File: src/rtl/aesl_deadlock_trace_unit.sv
// ---------------------------------------------------------------------------
// aesl_deadlock_trace_unit
//
// Deadlock detector and cycle tracer for a dataflow region of PROC_NUM
// processes. The unit watches the per-process blocked flags and declares
// deadlock once they have been nonzero and unchanged for STABLE_CYCLES
// cycles. At that point it snapshots the blocked flags and the wait-for
// matrix. It then walks every dependence cycle in the snapshot and streams
// one trace entry per visited process over a valid/ready port.
//
// Ports
//   clock          rising-edge clock
//   reset          asynchronous, active-low reset
//   dl_in_vec      bit i = process i is blocked
//   dep_mat        bit i*PROC_NUM+j = process i waits on process j
//   dl_detect_out  deadlock declared (sticky until reset)
//   trace_valid    trace entry valid
//   trace_ready    consumer accepts the entry
//   trace_cycle_id 1-based id of the cycle being walked
//   trace_proc_id  process id of this entry
//   trace_last     final entry of this walk
//   trace_err      walk did not close back on its origin (valid with last)
//   token_clear    one-cycle pulse after a walk completes
//   cycle_count    number of closed cycles reported (saturating)
//   report_done    every snapshot process has been reported
// ---------------------------------------------------------------------------
module aesl_deadlock_trace_unit #(
  parameter int PROC_NUM      = 8,
  parameter int STABLE_CYCLES = 16,
  parameter int CNT_W         = 8,
  localparam int ID_W         = $clog2(PROC_NUM)
) (
  input  logic                         clock,
  input  logic                         reset,
  input  logic [PROC_NUM-1:0]          dl_in_vec,
  input  logic [PROC_NUM*PROC_NUM-1:0] dep_mat,
  output logic                         dl_detect_out,
  output logic                         trace_valid,
  input  logic                         trace_ready,
  output logic [CNT_W-1:0]             trace_cycle_id,
  output logic [ID_W-1:0]              trace_proc_id,
  output logic                         trace_last,
  output logic                         trace_err,
  output logic                         token_clear,
  output logic [CNT_W-1:0]             cycle_count,
  output logic                         report_done
);

  localparam int SC_W = $clog2(STABLE_CYCLES + 1);
  localparam logic [PROC_NUM-1:0] ONE_VEC = PROC_NUM'(1);

  typedef enum logic [2:0] {
    ST_IDLE,
    ST_ARM,
    ST_SELECT,
    ST_WALK,
    ST_DONE
  } state_t;

  state_t state_reg, state_next;

  logic [PROC_NUM-1:0]          prev_reg;
  logic [SC_W-1:0]              stab_cnt_reg;
  logic [PROC_NUM-1:0]          snap_reg;
  logic [PROC_NUM*PROC_NUM-1:0] snap_dep_reg;
  logic [PROC_NUM-1:0]          done_reg;
  logic [PROC_NUM-1:0]          visited_reg;
  logic [ID_W-1:0]              cur_reg;
  logic [ID_W-1:0]              origin_reg;
  logic [CNT_W-1:0]             cycle_count_reg;
  logic                         dl_detect_reg;
  logic                         token_clear_reg;

  // FSM strobes
  logic snap_load;
  logic walk_start;

  // Origin selection: lowest snapshot process not yet reported.
  logic [PROC_NUM-1:0] sel_cand;
  logic                sel_found;
  logic [ID_W-1:0]     sel_idx;

  // Successor of the current process inside the snapshot.
  logic [PROC_NUM-1:0] dep_rows [PROC_NUM];
  logic [PROC_NUM-1:0] succ_cand;
  logic                succ_found;
  logic [ID_W-1:0]     succ_idx;
  logic                succ_is_origin;
  logic                walk_last;
  logic                walk_err;
  logic                arm_ok;

  // Split the flat wait-for matrix into rows so the current row can be
  // picked with a narrow index.
  generate
    for (genvar gi = 0; gi < PROC_NUM; gi++) begin : g_rows
      assign dep_rows[gi] = snap_dep_reg[gi*PROC_NUM +: PROC_NUM];
    end
  endgenerate

  assign sel_cand  = snap_reg & ~done_reg;
  assign succ_cand = dep_rows[cur_reg] & snap_reg;

  // Two lowest-index priority encoders; the descending loop lets the
  // lowest set bit win.
  always_comb begin
    sel_found  = 1'b0;
    sel_idx    = '0;
    succ_found = 1'b0;
    succ_idx   = '0;
    for (int i = PROC_NUM - 1; i >= 0; i--) begin
      if (sel_cand[i]) begin
        sel_found = 1'b1;
        sel_idx   = ID_W'(i);
      end
      if (succ_cand[i]) begin
        succ_found = 1'b1;
        succ_idx   = ID_W'(i);
      end
    end
  end

  // A successor already reported by an earlier walk also ends this walk.
  // Without that, a tail leading into an already-traced loop would re-emit
  // processes that were reported before.
  assign succ_is_origin = succ_found && (succ_idx == origin_reg);
  assign walk_last      = !succ_found || succ_is_origin ||
                          visited_reg[succ_idx] || done_reg[succ_idx];
  assign walk_err       = walk_last && !succ_is_origin;
  assign arm_ok         = (dl_in_vec != '0) && (dl_in_vec == prev_reg);

  // ---------------------------------------------------------------- FSM
  always_ff @(posedge clock or negedge reset) begin
    if (!reset) begin
      state_reg <= ST_IDLE;
    end else begin
      state_reg <= state_next;
    end
  end

  always_comb begin
    state_next     = state_reg;
    snap_load      = 1'b0;
    walk_start     = 1'b0;
    trace_valid    = 1'b0;
    trace_cycle_id = '0;
    trace_proc_id  = '0;
    trace_last     = 1'b0;
    trace_err      = 1'b0;
    report_done    = 1'b0;
    case (state_reg)
      ST_IDLE: begin
        if (dl_in_vec != '0) begin
          if (STABLE_CYCLES == 1) begin
            snap_load  = 1'b1;
            state_next = ST_SELECT;
          end else begin
            state_next = ST_ARM;
          end
        end
      end
      ST_ARM: begin
        if (!arm_ok) begin
          state_next = ST_IDLE;
        end else if (stab_cnt_reg == SC_W'(STABLE_CYCLES - 1)) begin
          snap_load  = 1'b1;
          state_next = ST_SELECT;
        end
      end
      ST_SELECT: begin
        if (!sel_found) begin
          state_next = ST_DONE;
        end else begin
          walk_start = 1'b1;
          state_next = ST_WALK;
        end
      end
      ST_WALK: begin
        trace_valid    = 1'b1;
        trace_cycle_id = cycle_count_reg + 1'b1;
        trace_proc_id  = cur_reg;
        trace_last     = walk_last;
        trace_err      = walk_err;
        if (trace_ready && walk_last) begin
          state_next = ST_SELECT;
        end
      end
      ST_DONE: begin
        report_done = 1'b1;
      end
      default: state_next = ST_IDLE;
    endcase
  end

  // ----------------------------------------------------------- datapath
  always_ff @(posedge clock or negedge reset) begin
    if (!reset) begin
      prev_reg        <= '0;
      stab_cnt_reg    <= '0;
      snap_reg        <= '0;
      snap_dep_reg    <= '0;
      done_reg        <= '0;
      visited_reg     <= '0;
      cur_reg         <= '0;
      origin_reg      <= '0;
      cycle_count_reg <= '0;
      dl_detect_reg   <= 1'b0;
      token_clear_reg <= 1'b0;
    end else begin
      token_clear_reg <= 1'b0;

      if (state_reg == ST_IDLE && dl_in_vec != '0) begin
        prev_reg     <= dl_in_vec;
        stab_cnt_reg <= SC_W'(1);
      end
      if (state_reg == ST_ARM) begin
        if (!arm_ok) begin
          stab_cnt_reg <= '0;
        end else begin
          stab_cnt_reg <= stab_cnt_reg + 1'b1;
        end
      end

      // Snapshot is taken once; later input changes no longer matter.
      if (snap_load) begin
        snap_reg      <= dl_in_vec;
        snap_dep_reg  <= dep_mat;
        dl_detect_reg <= 1'b1;
      end

      if (walk_start) begin
        cur_reg     <= sel_idx;
        origin_reg  <= sel_idx;
        visited_reg <= ONE_VEC << sel_idx;
      end

      if (state_reg == ST_WALK && trace_ready) begin
        if (!walk_last) begin
          cur_reg     <= succ_idx;
          visited_reg <= visited_reg | (ONE_VEC << succ_idx);
        end else begin
          done_reg        <= done_reg | visited_reg;
          token_clear_reg <= 1'b1;
          if (!walk_err && cycle_count_reg != '1) begin
            cycle_count_reg <= cycle_count_reg + 1'b1;
          end
        end
      end
    end
  end

  assign dl_detect_out = dl_detect_reg;
  assign token_clear   = token_clear_reg;
  assign cycle_count   = cycle_count_reg;

endmodule

File: config.mk
export PLATFORM = sky130hd
export DESIGN_NAME = aesl_deadlock_trace_unit
export DESIGN_NICKNAME = d
export VERILOG_FILES = /design/src/rtl/aesl_deadlock_trace_unit.sv
export SDC_FILE = /design/constraint.sdc
export NUM_CORES = 1
export LEC_CHECK = 0
export BUFFER_PORTS_ARGS = -buffer_cell sky130_fd_sc_hd__buf_2
export CORE_MARGIN = 10
export CORE_UTILIZATION = 40
export CTS_CLUSTER_DIAMETER = 100
export CTS_CLUSTER_SIZE = 8
export DETAILED_ROUTE_END_ITERATION = 16
export PLACE_DENSITY = 0.66
export SLEW_MARGIN = 20
export SYNTH_ARGS = -nofsm -noshare
export SYNTH_HDL_FRONTEND = slang
export SYNTH_SLANG_ARGS = --single-unit
File: constraint.sdc
create_clock -name clock -period 2.7 [get_ports clock]
set_input_delay 0.27 -clock clock [delete_from_list [all_inputs] [get_ports clock]]
set_output_delay 0.27 -clock clock [all_outputs]
set_load 0.05 [all_outputs]
# Word-level counts from Yosys, hierarchy flattened
# Index checks and enable logic that the tools add are counted.
# Widths: inputs -> output; s select.
op_classes:
  add_sub_neg: 2
  mul: 0
  div: 0
  n_lt_le_gt_ge: 2
  eq_ne: 11
  shift: 2
  muxes: 67
  bitwise: 7
  reduce_logical: 19
op_table:
  columns: ["operator", "n"]
  rows:
  - ["$mux 3", 25]
  - ["$mux 8", 6]
  - ["$mux 1", 29]
  - ["$bmux 8 s3", 1]
  - ["$and 8x8->8", 2]
  - ["$or 8x8->8", 2]
  - ["$shl 1x3->8 const A", 2]
  - ["$mux 5", 3]
  - ["$pmux 3 s5", 1]
  - ["$add 8x1->8 const B", 1]
  - ["$eq 8x8->1", 1]
  - ["$ne 8x8->1 const B", 1]
  - ["$not 8->8", 1]
  - ["$reduce_bool 8->1", 1]
  - ["$logic_and 1x1->1", 7]
  - ["$bmux 1 s3", 2]
  - ["$eq 3x2->1 const B", 2]
  - ["$add 5x1->5 const B", 1]
  - ["$eq 5x4->1 const B", 1]
  - ["$ge 4x4->1 const B", 1]
  - ["$lt 3x4->1 const B", 1]
  - ["$ne 2x2->1 const B", 2]
  - ["$not 3->4", 1]
  - ["$reduce_and 4->1", 1]
  - ["other kinds (11)", 15]
totals:
  ff_bits: 120
  latchBits: 0
  mem_bits_rw: 0
  romBits: 0
  input_bits: 75
  output_inout_bits: 25
  wordCells: 122
  memories: 0

# Logic depth before layout (Yosys ltp)
# Gate-level depths: netlist of run 1.
depth:
  word_depth: 22
  mapped_depth: 13
  mapped_depth_nobuf: 9

# Least setup slack after synthesis of run 1
# OpenSTA, ideal clock, no wires.
synth_path:
  path_kind: "register -> output"
  from: "reg cur_reg[0]"
  to: "out trace_err"
  t_arrival_ps: 3767
  t_required_ps: 2430
  path_slack_ps: -1337
  path_stages_with_launch: 12
  cell_sequence: "dfrtp_1 > buf_6 > mux4_2 > a22oi_4 > nand4_2 > or4b_1 > o31a_1 > o211ai_2 > o2bb2ai_2 > buf_6 > nor3_1 > a311oi_1"
synth_between:
  elab_chain_len: 20
synth_lines:
  columns: ["item", "line_no", "source"]
  rows:
  - ["start, declared", "68", "logic [ID_W-1:0] cur_reg;"]
  - ["start signal, assigned", "232", "cur_reg <= sel_idx;"]
  - ["start signal, assigned", "239", "cur_reg <= succ_idx;"]
  - ["$not 3->4 (implied by the code) (*)", "102", "assign succ_cand = dep_rows[cur_reg] & snap_reg;"]
  - ["$bmux 8 s3 (*)", "102", null]
  - ["$mux 8 (implied by the code) (*) (2 in a row)", "102", null]
  - ["$and 8x8->8 (*)", "102", null]
  - ["branches (longest 13 deep; another with $mux 3)", null, null]
  - ["$logic_and 1x1->1 (*)", "129", "assign walk_err = walk_last && !succ_is_origin;"]
  - ["$mux 1 (*)", "151", "case (state_reg)"]
  - ["end, declared", "43", "output logic trace_err,"]
# Every way passes the cells marked *. The select of a mux whose other input is x is not followed.

# Final worst setup path of run 1
# Ends and elaborated chain as after synthesis.

==> metrics.yaml, run 1 <==
layout:
  synthToLayoutAreaGrowth_pct: 34.8
  nets: 746
  multi_input_area_um2: 3250
  seq_area_um2: 3000
  antenna_cells: 0
  largest_reg_flops: 64
  nFillCells: 1230
  drive_gt1_share_pct: 51.0
  post-route-util_pct: 54.7
timing:
  worstMarginPinSlew_ns: 0.820
  finalCriticalPeriod_ns: 3.65
  finalSetupViolations: 31
  rsz0062_at_grt: "true"
  whs_ns: 0.0835
  fmax_mhz: 274
  relSlewSlack_pct: 45.4
  fin_worst_skew_ns: 0.00845
  fin_ws_ns: -0.947
  min_period_over_period_pct: 135
  maxSlewViolCount: 0
  hold_viol_final: 0
power:
  peakVddDrop_mv: 0.442
  design_power_total_mw: 4.64
  p_leak_nw: 4.22
  power.density_nw_per_um2: 561
critical_path:
  r2r_slack_ns: -0.64
  path_cells: "buf_12, buf_16, mux4_2, a22oi_4, nand4_4, or4b_1, o31a_1, o211ai_2, o2bb2ai_4, nor3_4, a311oi_4, buf_6"
  critical_path_peak_fanout: 4
  crit_required_ns: 2.43
  critPathCaptureType: "output pin"
  start_kind: "register"
  crit_family: "compound AO/OA/AOI/OAI gates"
  cp.arrival_ns: 3.38
  path_buf_inv: 3
  critPathMaxStageDelay_ns: 0.56
  cp_slowest_cell: "mux4_2"
  crit_type: "reg2out"
grt:
  grt_usage_pct: 16.7
  grt_pass1_vias: 5102
  grt_max_degree: 63
  gr-total-overflow: 0
  antenna_found_initial: 0
  grt_pass1_wl_um: 27200
drt:
  drc: 0
  wl_met1_um: 7140
  drtIter0Drc: 246
  wl_met2_um: 8020
  dr.pass1.iters: 4
  avgRoutedWirePerCell_um: 19.0
  num_vias: 4654
  wl_met3_um: 1080
  postRouteWirelength_um: 16500
  highest_layer: "met4"
  ant_nets: 0
  via_per_inst: 5.37
placement:
  place_hpwl_um: 12300
  pre_cts_slack_ns: -0.682
  numPortBuffers: 99
  place_congestion: 0.902
synthesis:
  ys_warn_count: 0
  netlist.area_leader.share_pct: 48.9
  synth_area_per_cell_um2: 12.3
  yosysUniqueCellTypes: 70
  synth_cells: 501
  synth_common_cells: "120 x dfrtp_1, 80 x mux2_2, 41 x nor2_1"
  ys_ff_latch: 120
  yosysMostFrequentCell: "dfrtp_1"
  yosysSeqAreaShare_pct: 48.9
  synth.area.top_cells: "dfrtp_1 49%, mux2_2 15%, mux4_2 5.1%, xnor2_1 2.9%, nor2_1 2.5%"
  syn_area_um2: 6140
  synth_ff_type: "dfrtp_1"
  yosys.area.top_type: "dfrtp_1"
  synth-edff-count: 0
  async_reset_ff_share_pct: 100
  syn_nets: 579
clock_network:
  clk_path_buf_depth: 2
  ctsRootBufferMaster: "clkbuf_16"
  clk_latency_ns: 0.41
  numCtsBuffers: 17
  htree_levels: 4
  cts_tree: "done"
  clk_pin_slew_ns: 0.05
  numClockSinks: 120
die:
  core_area_um2: 15100
  rows: 45
  die_x_um: 144
  start_util_pct: 40.6
  fp.dieH_um: 144
  dieArea_um2: 20700
  io_pins: 100
worst_hold_path:
  min_path_type: "in2reg"
flow_run:
  maxCapViolCount: 0
status:
  violations: "negative setup slack"
  status: "finished, violations left"
==> logic make-up after synthesis <==
kind of cell	share of synthesized area (%)
flip-flops	48.9
multiplexers	21.5
buffers and inverters	2.40
XOR/XNOR	3.28
AND/OR/NAND/NOR	12.0
AO/OA/AOI/OAI	11.3
adder cells (fa/ha/maj)	0.611
==> routing by layer <==
metal,global-route usage [%],up-vias
met1,20.9,2328
met2,27.3,148
met3,4.55,20
met4,5.86,0
li1,-,2158
met5,0,-
==> area by class of cell <==
| type | count | area share [%] |
|---|---|---|
| clock buffers | 22 | 5.61 |
| clock inverters | 8 | 1.77 |
| inverters | 8 | 0.363 |
| multi-input cells | 353 | 39.3 |
| flip-flops and latches | 120 | 36.3 |
| well taps | 188 | 2.84 |
| repair buffers | 168 | 13.9 |
==> metrics by stage <==
| stage | instance area [µm²] | TNS (ns) | cells |
|---|---|---|---|
| after CTS | 8170 | -15.16 | 863 |
| after global placement | 7320 | -14.34 | 826 |
| after global routing | 8280 | -22.08 | 867 |
| after detailed placement | 7320 | -16.11 | 826 |
| after floorplan | 6210 | -5.94 | 501 |
| final | 8280 | -17.16 | 867 |
==> final timing paths <==
| path | from | endpoint | cells past startpoint |
|---|---|---|---|
| max | cur_reg[0] | trace_err | 12 |
| min | dep_mat[4] | snap_dep_reg[4] | 2 |
| max reg2reg | cur_reg[0] | cur_reg[2] | 13 |
| min reg2reg | dl_detect_out | dl_detect_out | 1 |
| max in group asynchronous | reset | dl_detect_out | 3 |
| min in group asynchronous | reset | cycle_count[6] | 2 |
==> what timing repair did <==
action	4_1_cts	5_1_grt
setup endpoints to repair	31	31
gates resized for setup	27	17
hold buffers	1	0
pin swaps	9	12
cloned	3	0
endpoints found under the hold margin	22	0
buffers inserted	3	5
==> where the power goes <==
| group | switching [mW] | total (mW) | internal [mW] | leakage [nW] |
|---|---|---|---|---|
| clock | 0.762 | 2.34 | 1.58 | 0.296 |
| combinational | 0.154 | 0.347 | 0.193 | 2.32 |
| sequential | 0.0737 | 1.96 | 1.88 | 1.60 |
| total | 0.990 | 4.64 | 3.65 | 4.22 |
==> cells in the final DEF (no fill, tap or decap), types with 5 or more instances in the layout <==
master / count
a21o_1: 12
a21oi_1: 8
and2_1: 10
and3_1: 5
buf_12: 6
buf_2: 96
buf_4: 58
clkbuf_16: 17
dfrtp_1: 119
inv_1: 8
mux2_2: 80
mux2i_1: 8
mux4_2: 14
nand2_1: 20
nand2_2: 8
nand2b_1: 8
nand3_1: 7
nor2_1: 40
nor2b_1: 11
o21ai_0: 9
xnor2_1: 20
Note: power is estimated with default switching activity, not from simulation.
==> inputs of run 2 (changes only) <==
--- a/config.mk
+++ b/config.mk
@@ -7,11 +7,11 @@
 export LEC_CHECK = 0
 export BUFFER_PORTS_ARGS = -buffer_cell sky130_fd_sc_hd__buf_2
 export CORE_MARGIN = 10
-export CORE_UTILIZATION = 40
+export CORE_UTILIZATION = 50
 export CTS_CLUSTER_DIAMETER = 100
 export CTS_CLUSTER_SIZE = 8
 export DETAILED_ROUTE_END_ITERATION = 16
-export PLACE_DENSITY = 0.66
+export PLACE_DENSITY = 0.79
 export SLEW_MARGIN = 20
 export SYNTH_ARGS = -nofsm -noshare
 export SYNTH_HDL_FRONTEND = slang
==> run 2 against run 1 <==
The flow still finishes with violations (negative setup slack). Setup slack improved by 0.070 ns. Non-clock buffer count down 6. Die area is 17% lower. Global-route usage up 3.3 points. Cell count decreased by 5.4%. Sequential share of layout area grew 0.94 points. Wire length decreased by 2.9%.
==> metrics.yaml, run 2 (synthesis gave the netlist of run 1 again) <==
power:
  design_power_total_mw: 4.49
  peakVddDrop_mv: 0.533
  p_leak_nw: 4.14
  power.density_nw_per_um2: 557
grt:
  antenna_found_initial: 0
  grt_pass1_wl_um: 26400
  grt_usage_pct: 20.1
  gr-total-overflow: 0
  grt_pass1_vias: 5039
  grt_max_degree: 75
timing:
  worstMarginPinSlew_ns: 0.875
  maxSlewViolCount: 0
  fmax_mhz: 280
  fin_ws_ns: -0.877
  finalSetupViolations: 31
  hold_viol_final: 0
  relSlewSlack_pct: 41.7
  fin_worst_skew_ns: 0.00782
  rsz0062_at_grt: "true"
  min_period_over_period_pct: 132
  finalCriticalPeriod_ns: 3.58
drt:
  postRouteWirelength_um: 16000
  via_per_inst: 5.65
  num_vias: 4629
  dr.pass1.iters: 5
  avgRoutedWirePerCell_um: 19.6
  drtIter0Drc: 261
  ant_nets: 0
  drc: 0
layout:
  nFillCells: 900
  final_common_cell: "dfrtp_1"
  drive_gt1_share_pct: 50.7
  nets: 740
  most-common-layout-cells: "119 x dfrtp_1, 96 x buf_2, 80 x mux2_2, 53 x buf_4, 40 x nor2_1"
  synthToLayoutAreaGrowth_pct: 31.4
  fin_cells: 820
  antenna_cells: 0
  largest_reg_flops: 64
critical_path:
  r2r_slack_ns: -0.59
  cp.arrival_ns: 3.31
  crit_required_ns: 2.43
  crit_type: "reg2out"
  start_kind: "register"
  crit_start: "cur_reg[0]"
  critPathCaptureType: "output pin"
  r2r-start: "cur_reg[0]"
  critical_path_peak_fanout: 8
placement:
  post-place-cells: 783
  place_hpwl_um: 11800
  place_congestion: 0.859
  numPortBuffers: 99
die:
  dieArea_um2: 17100
  core_area_um2: 12000
  rows: 40
  start_util_pct: 51.1
  die_x_um: 131
  fp.dieH_um: 131
  io_pins: 100
flow_run:
  maxCapViolCount: 0
clock_network:
  clk_path_buf_depth: 2
  numClockSinks: 120
  ctsRootBufferMaster: "clkbuf_16"
  numCtsBuffers: 17
  htree_levels: 4
  cts_tree: "done"
  clk_latency_ns: 0.42
  clk_pin_slew_ns: 0.05
status:
  status: "finished, violations left"
  violations: "negative setup slack"
worst_hold_path:
  min_from: "dep_mat[24]"
  min_path_type: "in2reg"
-- run 2: report_power, final --
part	switching, mW	internal [mW]
combinational	0.156	0.192
clock	0.768	1.42
sequential	0.0776	1.88
-- run 2: path summary, 6_finish.rpt --
kind,depth (start not counted),to
max in group asynchronous,3,snap_dep_reg[54]
setup / recovery,11,trace_err
min in group asynchronous,2,visited_reg[6]
hold reg to reg,1,dl_detect_out
setup reg to reg,12,done_reg[3]
hold / removal,2,snap_dep_reg[24]
-- run 2: repair_timing --
action                                 4_1_cts  5_1_grt
setup endpoints to repair                   31       31
resized for setup                           34        2
endpoints found under the hold margin        3        0
hold buffers                                 1        0
buffers inserted                             4        1
pin swaps                                   16        1
gates cloned                                 2        0
-- run 2: area by class of cell --
type                    count  area (µm²)  area share, %
flip-flops and latches    120        3000           37.2
clock inverters             7        95.1           1.18
multi-input cells         353        3200           39.7
repair buffers            162        1070           13.3
clock buffers              23         478           5.92
well taps                 147         184           2.28
inverters                   8        30.0          0.372
-- run 2: worst max-delay path, stage by stage, from the launching register on --
cell       delay, ns
dfrtp_2         0.43
buf_12          0.16
mux4_2          0.51
a22oi_2         0.31
nand4_4         0.12
or4b_1          0.48
o31a_1          0.13
o211ai_2        0.10
o2bb2ai_2       0.17
nor3_4          0.08
a311oi_4        0.21
buf_6           0.20
-- run 2: per-layer routing --
metal | GRT usage [%] | wire length [µm] | vias to the layer above | share of wire (%)
met5 | 0 | 0 | - | 0
met4 | 6.47 | 248 | 0 | 1.5
met3 | 7.05 | 963 | 20 | 6.0
met2 | 33.3 | 8130 | 122 | 51
met1 | 23.9 | 6700 | 2338 | 42
li1 | - | - | 2149 | -
-- run 2: through the flow --
stage	TNS [ns]	util, %	hold WS, ns	worst slack, ns	instance area [µm²]
after floorplan	-5.94	-	-0.0256	-0.657	6210
after global placement	-12.68	60.4	0.414	-0.546	7250
after detailed placement	-14.78	60.4	0.439	-0.619	7250
after CTS	-15.22	67.0	0.0678	-0.934	8050
after global routing	-19.82	67.2	0.0643	-1.04	8070
final	-15.01	67.2	0.0802	-0.877	8070
